[config.mk]
export PLATFORM = sky130hd
export DESIGN_NAME = moore_seq_det_param
export DESIGN_NICKNAME = d
export VERILOG_FILES = /design/src/rtl/moore_seq_det_param.sv
export SDC_FILE = /design/constraint.sdc
export NUM_CORES = 1
export LEC_CHECK = 0
export ABC_AREA = 1
export CAP_MARGIN = 0
export CORE_AREA = 3 3 40 42
export CTS_BUF_LIST = sky130_fd_sc_hd__clkbuf_4 sky130_fd_sc_hd__clkbuf_8
export CTS_CLUSTER_DIAMETER = 50
export DETAILED_ROUTE_END_ITERATION = 8
export DIE_AREA = 0 0 43 45
export HOLD_SLACK_MARGIN = 0.05
export PLACE_DENSITY_LB_ADDON = 0.08
export SYNTH_ARGS = -nofsm -noshare
export SYNTH_HDL_FRONTEND = slang
export SYNTH_SLANG_ARGS = --single-unit
export TNS_END_PERCENT = 20
[constraint.sdc]
create_clock -name clk -period 1 [get_ports clk]
set_input_delay 0.2 -clock clk [delete_from_list [all_inputs] [get_ports clk]]
set_output_delay 0.2 -clock clk [all_outputs]
set_load 0.05 [all_outputs]
[src/rtl/moore_seq_det_param.sv]
// Parametrised Moore serial-pattern detector driven by a KMP-derived next-state table.
// Optional saturating match counter when MATCH_COUNT_EN is defined.
module moore_seq_det_param #(
  parameter int               PAT_W   = 4,
  parameter logic [PAT_W-1:0] PATTERN = 4'b1011,
  parameter bit               OVERLAP = 1'b1,
  parameter int               CNT_W   = 8
) (
  input  logic             clk,
  input  logic             rst,
  input  logic             in,
  input  logic             in_valid,
  output logic             out
`ifdef MATCH_COUNT_EN
  ,
  output logic [CNT_W-1:0] match_cnt,
  output logic             cnt_sat
`endif
);

  localparam int SW     = $clog2(PAT_W + 1);
  localparam int NSTATE = PAT_W + 1;
  localparam int TBL_W  = 2 * NSTATE * SW;
  localparam int NENC   = 1 << SW;

  typedef logic [SW-1:0] state_t;

  localparam state_t S_IDLE  = '0;
  localparam state_t S_MATCH = state_t'(PAT_W);

  generate
    if (PAT_W < 2 || PAT_W > 16) begin : g_pat_w_check
      $error("moore_seq_det_param: PAT_W must be in 2..16");
    end
    if (CNT_W < 1 || CNT_W > 32) begin : g_cnt_w_check
      $error("moore_seq_det_param: CNT_W must be in 1..32");
    end
  endgenerate

  // Bit i of the pattern in arrival order (i = 0 is the first bit received).
  function automatic logic pat_bit(input int i);
    logic [PAT_W-1:0] t;
    t = PATTERN >> (PAT_W - 1 - i);
    return t[0];
  endfunction

  // Length of the longest proper prefix of the first k pattern bits that is also their suffix.
  function automatic int fail_of(input int k);
    int best;
    bit ok;
    best = 0;
    for (int l = 1; l < k; l++) begin
      ok = 1'b1;
      for (int j = 0; j < l; j++) begin
        if (pat_bit(j) != pat_bit(k - l + j)) ok = 1'b0;
      end
      if (ok) best = l;
    end
    return best;
  endfunction

  function automatic int next_of(input int k, input logic b);
    int s;
    if (k == PAT_W) s = OVERLAP ? fail_of(PAT_W) : 0;
    else            s = k;
    for (int it = 0; it < PAT_W; it++) begin
      if (s > 0 && pat_bit(s) != b) s = fail_of(s);
    end
    return (pat_bit(s) == b) ? s + 1 : 0;
  endfunction

  // Entry (2*k + b) holds the successor of state k on input bit b.
  function automatic logic [TBL_W-1:0] build_tbl();
    logic [TBL_W-1:0] t;
    t = '0;
    for (int k = 0; k <= PAT_W; k++) begin
      for (int b = 0; b < 2; b++) begin
        t = t | (TBL_W'(state_t'(next_of(k, b[0]))) << ((2 * k + b) * SW));
      end
    end
    return t;
  endfunction

  function automatic logic [NENC-1:0] build_legal();
    logic [NENC-1:0] m;
    m = '0;
    for (int i = 0; i < NSTATE; i++) m = m | (NENC'(1) << i);
    return m;
  endfunction

  localparam logic [TBL_W-1:0] NEXT_TBL   = build_tbl();
  localparam logic [NENC-1:0]  LEGAL_MASK = build_legal();

  state_t state_q, state_d;
  logic   legal;

  always_comb begin
    legal   = LEGAL_MASK[state_q];
    state_d = state_q;
    if (!legal) begin
      state_d = S_IDLE;
    end else if (in_valid) begin
      state_d = state_t'(NEXT_TBL >> ((2 * int'(state_q) + int'(in)) * SW));
    end
  end

  always_ff @(posedge clk) begin
    if (rst) state_q <= S_IDLE;
    else     state_q <= state_d;
  end

  assign out = (state_q == S_MATCH);

`ifdef MATCH_COUNT_EN
  localparam logic [CNT_W-1:0] CNT_MAX = '1;

  logic [CNT_W-1:0] match_cnt_q, match_cnt_d;
  logic             cnt_sat_q, cnt_sat_d;
  logic             enter_match;

  // Only a qualified bit can enter MATCH, so a held MATCH never counts twice.
  always_comb begin
    enter_match = in_valid && legal && (state_d == S_MATCH);
    match_cnt_d = match_cnt_q;
    if (enter_match && (match_cnt_q != CNT_MAX)) match_cnt_d = match_cnt_q + CNT_W'(1);
    cnt_sat_d = cnt_sat_q | (match_cnt_d == CNT_MAX);
  end

  always_ff @(posedge clk) begin
    if (rst) begin
      match_cnt_q <= '0;
      cnt_sat_q   <= 1'b0;
    end else begin
      match_cnt_q <= match_cnt_d;
      cnt_sat_q   <= cnt_sat_d;
    end
  end

  assign match_cnt = match_cnt_q;
  assign cnt_sat   = cnt_sat_q;
`endif

endmodule
==> results.toml <==
[place]
place.gp.congestion = 0.6211
placed_cells = 62
hpwl_um = 464.7
io_buffers = 4

[finish]
stdcell_count = 67
post-route-util_pct = 34.66
fillers = 135
area_growth_pct = 67.92
num_antenna_cells = 0
nets = 61
drive_above_1_share_pct = 46.15

[clock_network]
cts-root-buf = "clkbuf_4"
cts_inserted_buffers = 3
clk_latency_ns = 0.23
postCtsHoldBufs = 0
cts_tree = "yes"
cts.sinks = 4
path_clk_slew_ns = 0.04
h-tree-depth = 1
clockBufferDepth = 2

[run]
drv_cap = 0

[routing]
totalWireLength_um = 568
wl_per_cell_um = 8.478
drt_iter0_markers = 1
dr.pass1.iters = 4
drc = 0
antenna_left = 0
vias_per_cell = 4.164
vias = 279

[global_routing]
antenna_found_initial = 0
grt_pass1_vias = 290
grt_pass1_wl_mm = 1.124
grt_max_degree = 7
grt_usage_pct = 8.070
overflow = 0

[sta]
max_freq_mhz = 812.4
hold_violations = 0
setup_viol = 4
fin_ws_ns = -0.2310
fin_crit_ns = 1.231
worst_pin_slew_ns = 0.1830
skew_ns = 0.009202
relSlewSlack_pct = 87.76
period_share_pct = 123.1
rsz0062_at_grt = "true"
finalMaxSlewViolations = 0

[critical_path]
required_ns = 0.80
cp_max_fo = 2
max_stage_delay_ns = 0.33
end_kind = "output pin"
cp_slowest_cell = "dfxtp_4"
crit_path_start_kind = "register"
path_class = "register to output pin"
crit_chain = "buf_6 -> nor3_4 -> buf_12"
critPathArrivalTime_ns = 1.03

[die]
die_y_um = 45
rows = 13
die_area_um2 = 1935
core-area_um2 = 1285
start_util_pct = 20.64
pin_count = 5
die_w_um = 43

[synthesis]
yosys_warnings = 0
avgSynthCellArea_um2 = 6.980
synth_seq_area_share_pct = 30.19
yosys_register_bits = 4
syn_inst = 38
synthesis.nets = 46
syn-cell-area_um2 = 265.3
ys_types = 12

[status]
violations = "negative setup slack"
status = "finished, violations left"

[hold_path]
hold_path.class = "register to register"

[power]
p_leak_uw = 0.0002181
peakVddDrop_mv = 0.5025
powerDensity_nw_per_um2 = 1109
power_uw = 493.9
final cells by class:
cell class              instances  area (um^2)  area share (%)
clock buffers                   4        30.03           6.742
inverters                       9        33.78           7.584
multi-input cells              25        178.9           40.17
flip-flops and latches          4        86.33           19.38
well taps                      15        18.77           4.213
repair buffers                 10        97.59           21.91
registers in the layout, summed over array words and instances, names as in the netlist:
register  cells
legal         1
state_q       3
where the power goes:
group / total, uW / internal (uW) / switching, uW
Combinational: 87.1 / 45.7 / 41.4
Sequential: 169 / 164 / 4.73
Clock: 238 / 176 / 61.4
repair_timing:
| item | CTS | global route |
|---|---|---|
| setup buffers | 1 | 0 |
| setup endpoints to repair | 5 | 5 |
| resized for setup | 4 | 3 |
| endpoints found under the hold margin | 0 | 0 |
| pin swaps | 3 | 1 |
synthesized netlist by cell type:
| library cell | n | area (um^2) |
|---|---|---|
| ha_1 | 4 | 50.05 |
| dfxtp_1 | 4 | 80.08 |
| nand4_1 | 1 | 6.260 |
| nor2_2 | 1 | 6.260 |
| nand2_1 | 10 | 37.54 |
| a21oi_2 | 1 | 8.760 |
| o21ai_2 | 1 | 8.760 |
| a21oi_1 | 2 | 10.01 |
| nor3_1 | 1 | 5.000 |
| nand3_1 | 3 | 15.01 |
| inv_1 | 9 | 33.78 |
| nor2_1 | 1 | 3.750 |
logic make-up after synthesis:
| kind of cell | synth area share (%) |
|---|---|
| AO/OA/AOI/OAI | 10.38 |
| adder cells (fa/ha/maj) | 18.87 |
| buffers and inverters | 12.73 |
| flip-flops | 30.19 |
| AND/OR/NAND/NOR | 27.83 |
worst max-delay path: cells and delay by family (launching register included):
family	cells	cell delay, ns
DFF	1	0.33
buffers and inverters	2	0.27
and+or+nand+nor	1	0.19
worst paths after layout:
path | from | endpoint | slack (ns) | cells after the start
worst max-delay path | state_q[0] | out | -0.23 | 3
worst min-delay path | legal | state_q[2] | 0.50 | 2
worst max register to register | state_q[0] | legal | -0.19 | 8
worst min register to register | legal | state_q[2] | 0.50 | 2
through the flow:
| step | hold slack [ns] | cell area, um^2 | setup slack, ns | TNS (ns) |
|---|---|---|---|---|
| after CTS | 0.4989 | 437.9 | -0.2469 | -0.7284 |
| after detailed placement | 0.4923 | 387.9 | -0.5006 | -1.621 |
| after floorplan | 0.3703 | 281.5 | -0.05566 | -0.1174 |
| after global routing | 0.5444 | 445.4 | -0.2927 | -0.9226 |
| final | 0.4989 | 445.4 | -0.2310 | -0.6774 |
| after global placement | 0.4960 | 387.9 | -0.4698 | -1.531 |
metal layers:
metal,track usage (%),up-vias,share of wire [%]
li1,-,149,-
met1,7.452,127,42
met2,14.07,3,54
met3,3.984,0,3.7
met4,5.422,0,0
met5,0,-,0
cells in the final DEF, fill, tap and decap left out, drive strengths merged:
master / instances
buf: 7
inv: 9
nand2: 10
dlygate4sd2: 1
ha: 4
nor3: 1
nand4: 1
clkdlybuf4s50: 2
clkbuf: 4
o21ai: 1
dfxtp: 4
nor2: 2
a21oi: 3
nand3: 3
Power figures use the tool's default switching activity.
